## src/rtl/seg7_mux_counter.sv

```systemverilog
// Hex/BCD up/down counter with a multiplexed common-anode 7-segment driver.
// Count and scan ticks are clock enables on clk; display outputs are registered.
`timescale 1ns/1ps
module seg7_mux_counter #(
  parameter int CLK_HZ     = 100_000_000,
  parameter int TICK_HZ    = 1,
  parameter int REFRESH_HZ = 1000,
  parameter int NUM_DIGITS = 4
) (
  input  logic                    clk,
  input  logic                    reset,
  input  logic                    en,
  input  logic                    up,
  input  logic                    bcd,
  input  logic                    blank_lz,
  input  logic                    load,
  input  logic [4*NUM_DIGITS-1:0] load_val,
  output logic [4*NUM_DIGITS-1:0] count,
  output logic                    wrap,
  output logic [6:0]              seg,
  output logic [NUM_DIGITS-1:0]   an,
  output logic                    dp
);
  localparam int W        = 4 * NUM_DIGITS;
  localparam int TICK_DIV = CLK_HZ / TICK_HZ;
  localparam int SCAN_DIV = CLK_HZ / (REFRESH_HZ * NUM_DIGITS);
  localparam int PW       = $clog2(TICK_DIV);
  localparam int SW       = (SCAN_DIV > 1) ? $clog2(SCAN_DIV) : 1;
  localparam int DW       = (NUM_DIGITS > 1) ? $clog2(NUM_DIGITS) : 1;

  logic [PW-1:0]         presc_q, presc_d;
  logic [SW-1:0]         scan_q, scan_d;
  logic [DW-1:0]         digit_q, digit_d;
  logic [W-1:0]          count_q, count_d;
  logic                  wrap_q, wrap_d;
  logic                  bcd_prev_q, bcd_prev_d;
  logic [6:0]            seg_q, seg_d;
  logic [NUM_DIGITS-1:0] an_q, an_d;
  logic                  dp_q, dp_d;

  logic                  tick, scan_tick;
  logic [3:0]            nib, nib_max, sel_nib;
  logic                  carry, zero_above;
  logic [W-1:0]          stepped, clamped;
  logic [NUM_DIGITS-1:0] lead_zero;

  function automatic logic [6:0] hex_to_seg(input logic [3:0] v);
    case (v)
      4'h0: return 7'b1000000;
      4'h1: return 7'b1111001;
      4'h2: return 7'b0100100;
      4'h3: return 7'b0110000;
      4'h4: return 7'b0011001;
      4'h5: return 7'b0010010;
      4'h6: return 7'b0000010;
      4'h7: return 7'b1111000;
      4'h8: return 7'b0000000;
      4'h9: return 7'b0011000;
      4'hA: return 7'b0001000;
      4'hB: return 7'b0000011;
      4'hC: return 7'b1000110;
      4'hD: return 7'b0100001;
      4'hE: return 7'b0000110;
      default: return 7'b0001110;
    endcase
  endfunction

  always_comb begin
    tick      = (presc_q == PW'(TICK_DIV - 1));
    presc_d   = tick ? '0 : presc_q + PW'(1);
    scan_tick = (scan_q == SW'(SCAN_DIV - 1));
    scan_d    = scan_tick ? '0 : scan_q + SW'(1);
    digit_d   = digit_q;
    if (scan_tick)
      digit_d = (digit_q == DW'(NUM_DIGITS - 1)) ? '0 : digit_q + DW'(1);
  end

  // Ripple the +/-1 through the nibbles; hex and BCD differ only in the nibble maximum.
  always_comb begin
    nib_max = bcd ? 4'd9 : 4'd15;
    carry   = 1'b1;
    nib     = 4'd0;
    stepped = count_q;
    clamped = load_val;
    for (int k = 0; k < NUM_DIGITS; k++) begin
      nib = count_q[4*k +: 4];
      if (carry) begin
        if (up) begin
          if (nib >= nib_max) nib = 4'd0;
          else begin
            nib   = nib + 4'd1;
            carry = 1'b0;
          end
        end else begin
          if (nib == 4'd0) nib = nib_max;
          else begin
            nib   = nib - 4'd1;
            carry = 1'b0;
          end
        end
      end
      stepped[4*k +: 4] = nib;
      if (bcd && (load_val[4*k +: 4] > 4'd9)) clamped[4*k +: 4] = 4'd9;
    end

    bcd_prev_d = bcd;
    count_d    = count_q;
    wrap_d     = 1'b0;
    if (bcd != bcd_prev_q) begin
      count_d = '0;
    end else if (load) begin
      count_d = clamped;
    end else if (tick && en) begin
      count_d = stepped;
      wrap_d  = carry;
    end
  end

  // A digit is a leading zero when it and every digit above it are zero.
  always_comb begin
    lead_zero  = '0;
    zero_above = 1'b1;
    for (int k = NUM_DIGITS - 1; k >= 0; k--) begin
      lead_zero[k] = zero_above && (count_q[4*k +: 4] == 4'd0);
      zero_above   = lead_zero[k];
    end
    sel_nib = count_q[4*int'(digit_q) +: 4];
    if (blank_lz && (digit_q != '0) && lead_zero[digit_q]) seg_d = 7'b1111111;
    else                                                    seg_d = hex_to_seg(sel_nib);
    an_d = ~(NUM_DIGITS'(1) << digit_q);
    dp_d = ~((digit_q == '0) && !en);
  end

  always_ff @(posedge clk) begin
    if (reset) begin
      presc_q    <= '0;
      scan_q     <= '0;
      digit_q    <= '0;
      count_q    <= '0;
      wrap_q     <= 1'b0;
      bcd_prev_q <= bcd_prev_d;
      seg_q      <= 7'b1111111;
      an_q       <= '1;
      dp_q       <= 1'b1;
    end else begin
      presc_q    <= presc_d;
      scan_q     <= scan_d;
      digit_q    <= digit_d;
      count_q    <= count_d;
      wrap_q     <= wrap_d;
      bcd_prev_q <= bcd_prev_d;
      seg_q      <= seg_d;
      an_q       <= an_d;
      dp_q       <= dp_d;
    end
  end

  assign count = count_q;
  assign wrap  = wrap_q;
  assign seg   = seg_q;
  assign an    = an_q;
  assign dp    = dp_q;
endmodule

```

## config.mk

```make
export PLATFORM = sky130hd
export DESIGN_NAME = seg7_mux_counter
export DESIGN_NICKNAME = d
export VERILOG_FILES = /design/src/rtl/seg7_mux_counter.sv
export SDC_FILE = /design/constraint.sdc
export NUM_CORES = 1
export LEC_CHECK = 0
export BUFFER_PORTS_ARGS = -buffer_cell sky130_fd_sc_hd__buf_4
export CAP_MARGIN = 0
export CORE_UTILIZATION = 59
export CTS_CLUSTER_SIZE = 14
export DETAILED_ROUTE_END_ITERATION = 10
export HOLD_SLACK_MARGIN = 0.12
export PLACE_DENSITY = 0.8
export SETUP_SLACK_MARGIN = 0.1
export SYNTH_ARGS = -nofsm -noshare
export SYNTH_HDL_FRONTEND = slang
export SYNTH_SLANG_ARGS = --single-unit
```

## constraint.sdc

```tcl
create_clock -name clk -period 2.8 [get_ports clk]
set_clock_uncertainty 0.05 [all_clocks]
set_input_delay 0.56 -clock clk [delete_from_list [all_inputs] [get_ports clk]]
set_output_delay 0.56 -clock clk [all_outputs]
set_load 0.1 [all_outputs]
```

# After elaboration in Yosys (flattened, before gate mapping)
# Memory sizes are Yosys's and may differ from the RTL's. A register that Yosys moved wholly into a read port is not among the register bits.
# Cells that the tools add are included.
# word_totals
ff_bits	67
mem_bits_ro	112
memories	1
# memory_table
memory	depth	width	rd	rd_ports_with_merged_regs	write_ports	line_no	source
(no name shown)	16	7	1	1	0	48	case (v)
# op_classes
addsub	11
order_cmp	9
n_eq_ne	4
shifts	2
muxes	39
n_bitwise	4
reduce_logical	30
# ops
cell	n
$mux W4	19
$mux W16	2
$add A27 B1 Y27 const B	1
$eq A27 B27 Y1 const B	1
$add A4 B1 Y4 const B	4
$ge A4 B4 Y1	4
$gt A4 B4 Y1 const B	4
$logic_not A4 Y1	4
$shiftx A16 B5 Y4	1
$sub A4 B1 Y4 const B	4
$add A15 B1 Y15 const B	1
$eq A15 B15 Y1 const B	1
$mux W1	15
$logic_and A1 B1 Y1	11
$reduce_bool A2 Y1	5
$reduce_or A2 Y1	4
$reduce_and A2 Y1	3
$reduce_or A5 Y1	1
$not A4 Y4	1
$shl A1 B2 Y4 const A	1
$lt A2 B3 Y1 const B	1
$mux W3	1
$not A1 Y1	3
$add A2 B1 Y2 const B	1
6 further kinds	6

# Depth between registers and ports, before layout
# Gate-level depths: netlist of the first run.
# depth
word_depth	9
ltp_mapped	8
depth_no_buf	7

# Worst setup path after synthesis of the first run
# Ideal clock, no wire load.
# synth_path
path_type	reg2reg
startpoint	register count_q[5] (netlist: count[5])
endpoint	register count_q[14] (netlist: count[14])
setup_ps	122
t_arrival_ps	2767
required_time_ps	2628
path_slack_ps	-139
path_stages_with_launch	8
path_buffers	1
synth_period_minus_slack_ps	2939
path_cell_list	dfxtp_1 > ha_1 > a211oi_1 > nor3_1 > a21o_1 > buf_4 > a31o_2 > a221o_1
# synth_via
elab_chain_len	7
elab_cells_between_ends	9
classes_between	order compare: 1; mux: 5; reduce/logical: 3
# synth_lines
item	line_no	source
start: declaration	34	logic [W-1:0] count_q, count_d;
start signal: assignment	149	count_q <= count_d;
$ge A4 B4 Y1 / $logic_not A4 Y1 (equally long branches)	89, 95	
$mux W1, on equally long branches	89, 95	
$mux W1 *	88	if (up) begin
$mux W1 * (2 in a row)	87	if (carry) begin
$reduce_bool A2 Y1 (no source line) *	-	
$reduce_and A2 Y1 (no source line) *	-	
# Every way passes the cells marked *; elsewhere a longest branch is shown, timed or not.
# A chain may end at the register's enable or synchronous reset.

# Final worst setup path of the first run
# layout_path
startpoint	register count_q[4] (netlist: count[4])
endpoint	register count_q[14] (netlist: count[14])
# The elaborated chain is that of the path after synthesis.

==> results.ini, run 1 <==
[run_status]
outcome = finished clean

[finish]
fin_nets = 640
layout_commonest_cell = nor2_1
layout_common_cells = 70 x nor2_1, 66 x dfxtp_1, 59 x buf_4
final_cells = 690
n_fill_cell = 595
syn2layout_area_growth_pct = 13.97
drive_gt1_share_pct = 18.10
diodes = 0

[timing]
slew_violations = 0
fin_crit_sh_pct = 84.51
tightestPinTransition_ps = 556.0
hold_viol = 0
rsz0062_at_grt = false
max_freq_mhz = 422.6
fin_setup_tns_ps = 0
finalSetupViolCount = 0
slew_headroom_pct = 62.93
min_period_ps = 2366
fin_ws_ps = 433.7

[die]
io_pins = 52
num_rows = 31
design.core.area_sq_um = 7408
start_util_pct = 62.12
dieHeight_microns = 90.32
die_w_microns = 90.32
die_area_sq_um = 8157

[clock_tree]
clockBufferDepth = 2
clock_latency_ps = 350
ctsHoldBuffers = 0
htree_levels = 3
cts-root-buf = clkbuf_8
path_clk_slew_ps = 90
cts_setup_buffers = 0
cts_tree = done
ctsResizeCount = 0
cts_buffers = 9
clock_sinks = 74

[placed_design]
dp_hpwl_microns = 7586
place_ws_ps = 239.8
gp_congestion = 0.8586
dp_cells = 674
io_buffers = 51

[synth]
synth_edf_count = 0
yosysWarnings = 0
synth_cells = 547
synthArstFlopShare_pct = 0
syn-num-nets = 601
synth-seq-area-share_pct = 32.19
synth_ff_type = dfxtp_1
synth.distinct_cells = 67
syn_area_per_cell_sq_um = 8.413
ys_seq_elements = 74
syn_area_sq_um = 4602

[critical_path]
path_max_fanout = 9
r2r_slack_ps = 430
critPathCaptureType = register
rr_endpoint = count[14]
crit_path_start_kind = register
slowest_delay_ps = 520
arrival_ps = 2560
path_cells = inv_1 -> ha_1 -> or3b_2 -> nor3_1 -> a21o_1 -> a41oi_1 -> a221o_1
r2r_cells = 7
worstSetupPathType = reg -> reg
cpMaxStageDelayCell = or3b_2
worst_r2r_startpoint = count[4]
required_ps = 3000

[worst_hold_path]
hold_path_end = dp
min_from = en
min_path_cells = 2
hp-class = in -> reg

[power_and_ir_drop]
p_leak_nw = 2.013
peakVddDrop_uv = 307.4
p_per_area_nw_per_um2 = 483.6

[run]
maxCapViolCount = 0

[drt]
dr.pass1.iters = 5
drtIter0Drc = 262
wl_per_cell_microns = 15.37
vias_per_cell = 6.022
vias = 4155
wirelength_microns = 10600
drcViolationCount = 0
ant_nets = 0

[grt]
overflow = 0
grt_usage_pct = 27.24
antenna_found_initial = 0
grt_pass1_vias = 3924
grt_pass1_wl_microns = 18250
grt_max_degree = 29

final cells by class:
| class | count | area, sq um | area share [%] |
|---|---|---|---|
| clock buffers | 9 | 123.9 | 2.362 |
| clock inverters | 7 | 83.83 | 1.598 |
| inverters | 29 | 108.9 | 2.075 |
| multi-input cells | 413 | 2870 | 54.72 |
| flip-flops and latches | 74 | 1491 | 28.44 |
| well taps | 99 | 123.9 | 2.362 |
| repair buffers | 59 | 442.9 | 8.445 |
per-layer routing:
metal  global-route usage (%)  up-vias  routed length, microns
li1                         -     2045                       -
met3                    4.630       26                     751
met1                    36.38     1936                    4718
met5                        0        -                       0
met4                    12.77        0                     238
met2                    42.88      148                    4895
state kept, by name (all words and copies together), names as in the netlist:
name and cells:
an 4, bcd_prev_q 1, count 16, digit_q 2
dp 1, presc_q 27, scan_q 15, seg 7
wrap 1
through the flow:
step                hold WS (ps)  total power [W]  cell area [sq um]  util [%]
floorplan                  376.0         0.001535               4612         -
global placement           391.9         0.001655               5037     68.00
detailed placement         405.5         0.001666               5037     68.00
CTS                        335.1         0.002546               5245     70.80
global route               336.1         0.002640               5245     70.80
finish                     345.9         0.002537               5245     70.80
power by group:
part,internal [W],total (W),switching [W]
sequential,0.00108,0.00113,0.0000431
clock,0.000431,0.000888,0.000457
combinational,0.000173,0.000522,0.000349
worst max-delay path by stage:
stage / start / endpoint / slack, ps
2_1_floorplan: count[12] / count[14] / 140
3_3_place_gp: bcd / count[14] / 290
3_5_place_dp: bcd / count[14] / 240
4_1_cts: count[4] / count[14] / 480
5_1_grt: count[5] / count[14] / 270
6_report: count[4] / count[14] / 430
critical path, delay by kind of cell (launching register included):
family	cells	cell delay, ps
adder cells (fa/ha/maj)	1	190
AO/OA/AOI/OAI	3	680
AND/OR/NAND/NOR	2	850
buffers and inverters	1	110
flip-flops	1	380
synth_stat cells (11+ instances only):
cell | number | share of area (%)
nor3_1 | 16 | 1.7
nor2_1 | 70 | 5.7
ha_1 | 31 | 8.4
o21ai_0 | 17 | 1.8
inv_1 | 29 | 2.4
xor2_1 | 17 | 3.2
a21oi_1 | 17 | 1.8
clkbuf_1 | 24 | 2.0
nand2b_1 | 11 | 1.5
nand2_1 | 30 | 2.4
nand3_1 | 23 | 2.5
dfxtp_1 | 74 | 32
xnor2_1 | 27 | 5.1
cells by family after synthesis:
kind of cell / synth area share (%)
AOI/OAI and AO/OA: 16.86
xor gates and xnor gates: 8.374
adders and majority gates: 8.428
buffers and inverters: 5.438
DFF: 32.19
muxes: 4.160
and+or+nand+nor: 24.55
(Power assumes the default switching activity.)
==> run 2: changes to the inputs <==
Settings changed: ABC_AREA set to 1, CORE_UTILIZATION 59 to 54, PLACE_DENSITY 0.8 to 0.77.
Clock period 2.8 ns to 2 ns, I/O delays scaled along.
==> run 2 against run 1 <==
  * Utilization fell by 5.2 points
  * Non-clock buffer count rose by 5
  * Combinational power rose by 54%
  * Sequential share of layout area fell by 1.6 points
  * Setup slack got worse by 210 ps
  * Maximum frequency rose by 33%
  * Critical path type unchanged
  * Largest power group unchanged
==> results.ini, run 2 <==
[timing]
hold_viol = 0
slew_headroom_pct = 61.96
tightestPinTransition_ps = 570.0
fin_crit_sh_pct = 88.71
max_freq_mhz = 563.6
rsz0062_at_grt = true
slew_violations = 0
finalSetupViolCount = 0
fin_setup_tns_ps = 0
min_period_ps = 1774

[die]
start_util_pct = 55.58
dieHeight_microns = 96.51
num_rows = 34
die_w_microns = 96.51
die_area_sq_um = 9314
io_pins = 52
design.core.area_sq_um = 8678

[critical_path]
crit_path_frequent_cell = inv_2
path_cells = inv_2 -> ha_1 -> nand2_1 -> nor2_4 -> inv_2 -> o21ai_0 -> a31oi_4 -> o211ai_1
cpMaxStageDelayCell = dfxtp_4
crit_path_start_kind = register
path_buf_inv = 2
arrival_ps = 2000
worstSetupPathType = reg -> reg
path_max_fanout = 7
slowest_delay_ps = 380
cp_top_family = compound AO/OA/AOI/OAI gates
required_ps = 2220
critPathCaptureType = register

[worst_hold_path]
hp-class = in -> reg

[finish]
final_core_util_pct = 65.63
diodes = 0
layout_commonest_cell = nand2_1
final_cells = 902
fin_nets = 844
largest_reg_flops = 27
layout_common_cells = 172 x nand2_1, 96 x nor2_1, 79 x inv_1
syn2layout_area_growth_pct = 18.08
drive_gt1_share_pct = 18.77
design_area_sq_um = 5695
regMostFlops = presc_q

[synth]
yosysMostFrequentCell = nand2_1
syn_area_per_cell_sq_um = 6.626
synth_edf_count = 0
synth-seq-area-share_pct = 30.71
syn_area_sq_um = 4823
synth-xor-area-share_pct = 3.450
synth.distinct_cells = 42
yosysWarnings = 0
muxShareOfSynthArea_pct = 0
synth_cells = 728
synth-simple-area-share_pct = 37.28
synth_fa_ha_area_share_pct = 8.042
synth_top_family_by_area = simple AND/OR/NAND/NOR gates
synth-compound-area-share_pct = 11.67
syn-num-nets = 782
synth_ff_type = dfxtp_1
synth_top_area_share_pct = 30.71
synthArstFlopShare_pct = 0
synth_largest_area_cell = dfxtp_1
synthTopCellsByCount = 174 x nand2_1, 96 x nor2_1, 81 x inv_1
ys_top_cells_by_area = dfxtp_1 31%, nand2_1 14%, ha_1 8.0%
ys_seq_elements = 74

[placed_design]
dp_hpwl_microns = 8806
dp_cells = 884
placed_area_sq_um = 5419
gp_congestion = 0.8948
io_buffers = 51

[power_and_ir_drop]
power_w = 0.003469
p_leak_nw = 2.579
peakVddDrop_uv = 342.8
p_per_area_nw_per_um2 = 609.1

[clock_tree]
htree_levels = 3
cts_buffers = 9
cts_tree = done
clock_latency_ps = 340
cts-root-buf = clkbuf_8
path_clk_slew_ps = 80
clock_sinks = 74
clockBufferDepth = 2
ctsHoldBuffers = 0

[drt]
ant_nets = 0
vias = 4845
drtIter0Drc = 406
vias_per_cell = 5.371
drcViolationCount = 0
dr.pass1.iters = 5
wirelength_microns = 11740
wl_per_cell_microns = 13.01

[grt]
grt_max_degree = 20
grt_usage_pct = 25.45
grt_pass1_wl_microns = 18660
grt_pass1_vias = 4244
antenna_found_initial = 0
overflow = 0

[run]
maxCapViolCount = 0

[run_status]
outcome = finished clean

[run 2: cell count changes in the layout (fill, tap and decap cells not counted), sizes merged, moves of 7 or more]
cell and change:
a21oi +27, o21ai +24, nor4 -7, xnor2 -22, or3 -7, nor2 +34, a211oi -7, mux2i -9
nand3 +30, nand2 +161, inv +56, nand2b -11, nor3 +11
[run 2: per-layer routing]
| metal | up-vias | track usage (%) | routed length [microns] |
|---|---|---|---|
| met5 | - | 0 | 0 |
| met4 | 0 | 8.333 | 161 |
| met3 | 23 | 2.895 | 776 |
| met2 | 186 | 41.78 | 5362 |
| met1 | 2156 | 34.62 | 5439 |
| li1 | 2480 | - | - |
[run 2: timing repair]
| action | 4_1_cts | 5_1_grt |
|---|---|---|
| endpoints found under the setup margin | 1 | 20 |
| buffers inserted | 0 | 2 |
| hold endpoints to repair | 0 | 0 |
| gates resized for setup | 1 | 17 |
| gates cloned | 0 | 1 |
| pin swaps | 0 | 4 |
[run 2: power breakdown]
part	internal (W)	total (W)	switching [W]	leakage, nW
Combinational	0.000241	0.000805	0.000564	1.87
Clock	0.000557	0.00110	0.000541	0.0922
Sequential	0.00151	0.00157	0.0000528	0.614
Total	0.00231	0.00347	0.00116	2.58
[run 2: cell families after synthesis]
group                    count (synthesis)
AND/OR/NAND/NOR                        397
buffers and inverters                  105
AO/OA/AOI/OAI                          102
flip-flops                              74
adder cells (fa/ha/maj)                 31
XOR/XNOR                                19
[run 2: path summary, 6_finish.rpt]
kind,from,end,slack [ps],depth (start not counted)
hold / removal,reset,digit_q[1],220,2
hold reg to reg,presc_q[0],presc_q[0],390,1
setup / recovery,count[8],seg[4],230,8
setup reg to reg,count[8],seg[4],230,8
[run 2: worst register-to-register path, cell delays in order, from the launching register on]
cell	delay [ps]
dfxtp_4	380
inv_2	100
ha_1	150
nand2_1	80
nor2_4	180
inv_2	90
o21ai_0	370
a31oi_4	180
o211ai_1	120
[run 2: area by class of cell]
type	instances	area, sq um
Multi-Input combinational cell	550	2987
Fill cell	745	2983
Sequential cell	74	1530
Timing Repair Buffer	64	518.0
Inverter	91	345.3
Clock buffer	14	173.9
Tap cell	108	135.1
Clock inverter	1	6.256
[run 2: through the flow]
stage | worst slack, ps | hold slack, ps
floorplan | 100.4 | 363.2
global placement | 93.51 | 373.1
detailed placement | 47.99 | 380.9
CTS | 126.8 | 209.0
global route | 100.9 | 226.7
finish | 225.7 | 224.8
==> run 3: changes to the inputs <==
Settings changed: CORE_MARGIN set to 8, CORE_UTILIZATION 54 to 60, PLACE_DENSITY 0.77 to 0.81.
Clock period 2 ns to 1.9 ns, I/O delays scaled along.
==> run 3 against run 2 <==
  * Critical endpoint is now count[10]
  * Sequential share of layout area down 1.4 points
  * Register-to-register slack worse by 130 ps
  * Clock power up 14%
==> results.ini, run 3 (same netlist as run 2, synthesis figures left out) <==
[critical_path]
rr_endpoint = count[10]
critPathCaptureType = register
r2r_slack_ps = 90
worstSetupPathType = reg -> reg
path_max_fanout = 4
required_ps = 2100
worst_r2r_startpoint = count[9]
r2r_cells = 13
crit_path_start_kind = register
arrival_ps = 2010

[clock_tree]
cts_tree = done
cts_buffers = 9
htree_levels = 3
clock_latency_ps = 360
cts-root-buf = clkbuf_8
clock_sinks = 74
clockBufferDepth = 2
path_clk_slew_ps = 80

[worst_hold_path]
hp-class = in -> reg
min_path_cells = 2
hold_path_end = digit_q[0]
min_from = reset

[timing]
slew_violations = 0
finalSetupViolCount = 0
tightestPinTransition_ps = 440.9
slew_headroom_pct = 70.58
rsz0062_at_grt = true
fin_ws_ps = 93.35
holdWs_ps = 197.6
hold_viol = 0
fin_crit_sh_pct = 95.09
max_freq_mhz = 553.5
min_period_ps = 1807

[finish]
diodes = 0
layout_commonest_cell = nand2_1
fin_nets = 869
n_fill_cell = 595
syn2layout_area_growth_pct = 24.75
regMostFlops = presc_q
drive_gt1_share_pct = 24.15
final_cells = 922
largest_reg_flops = 27
layout_common_cells = 167 x nand2_1, 95 x nor2_1, 87 x buf_4

[run]
maxCapViolCount = 0

[grt]
grt_pass1_vias = 4505
grt_usage_pct = 21.93
antenna_found_initial = 0
overflow = 0
grt_max_degree = 22
grt_pass1_wl_microns = 20460

[placed_design]
dp_hpwl_microns = 9530
place_ws_ps = -16.44
dp_cells = 887
gp_congestion = 0.9433
io_buffers = 51

[run_status]
outcome = finished clean

[drt]
ant_nets = 0
drcViolationCount = 0
vias_per_cell = 5.564
drtIter0Drc = 307
vias = 5130
wirelength_microns = 13170
dr.pass1.iters = 6
wl_per_cell_microns = 14.29

[die]
die_w_microns = 105.7
die_area_sq_um = 11160
io_pins = 52
num_rows = 32
design.core.area_sq_um = 7767
dieHeight_microns = 105.7
start_util_pct = 62.10

[power_and_ir_drop]
peakVddDrop_uv = 372.3
p_leak_nw = 2.798
p_per_area_nw_per_um2 = 637.4

-- run 3: how the worst max path moves through the flow --
| stage | start | end | slack [ps] |
|---|---|---|---|
| final | count[9] | count[10] | 90 |
| after global routing | count[9] | count[10] | 10 |
| after CTS | count[9] | seg[3] | 120 |
| after detailed placement | bcd | count[15] | -20 |
| after global placement | bcd | count[15] | 50 |
| after floorplan | count[0] | seg[3] | 110 |
-- run 3: critical path, cell delays in order (launching register included) --
cell and delay, ps:
dfxtp_4 380, clkinvlp_4 140, ha_1 210, nand2_1 120
nor2_4 60, buf_4 150, nand2_1 80, o21ai_0 110
nand2_1 80, nand2_1 50, nand2_1 50, nand2_1 50
o21ai_1 140, nor2_1 50
-- run 3: what timing repair did --
action / in CTS / in global routing
buffers inserted: 0 / 19
setup endpoints to repair: 5 / 29
hold buffers: 0 / 0
pin swaps: 0 / 15
gates resized for setup: 2 / 55
-- run 3: final cells by class --
class,instances,area (sq um),area share (%)
Multi-Input combinational cell,549,3097,51.47
Sequential cell,74,1531,25.45
Timing Repair Buffer,90,704.4,11.71
Inverter,91,350.3,5.822
Clock buffer,11,162.7,2.703
Tap cell,102,127.6,2.121
Clock inverter,5,43.79,0.7278
-- run 3: report_power, final --
group          switching (W)  total, W  internal, W
combinational       0.000648  0.000946     0.000299
clock               0.000641   0.00125     0.000606
sequential         0.0000508   0.00164      0.00159
total                0.00134   0.00384      0.00250
-- run 3: metrics by stage --
step           utilization [%]  setup TNS, ps  area (sq um)  power (W)
2_1_floorplan                -              0          4878   0.002284
3_3_place_gp             70.38              0          5466   0.002502
3_5_place_dp             70.38         -28.47          5466   0.002516
4_1_cts                  73.20              0          5685   0.003752
5_1_grt                  77.46              0          6017   0.003994
6_report                 77.46              0          6017   0.003835
-- run 3: per-layer routing --
metal	vias up	GRT usage [%]	share of wire [%]
li1	2537	-	-
met1	2350	27.87	43
met4	0	7.236	1.8
met3	30	5.481	8.1
met5	-	0	0
met2	213	35.39	47
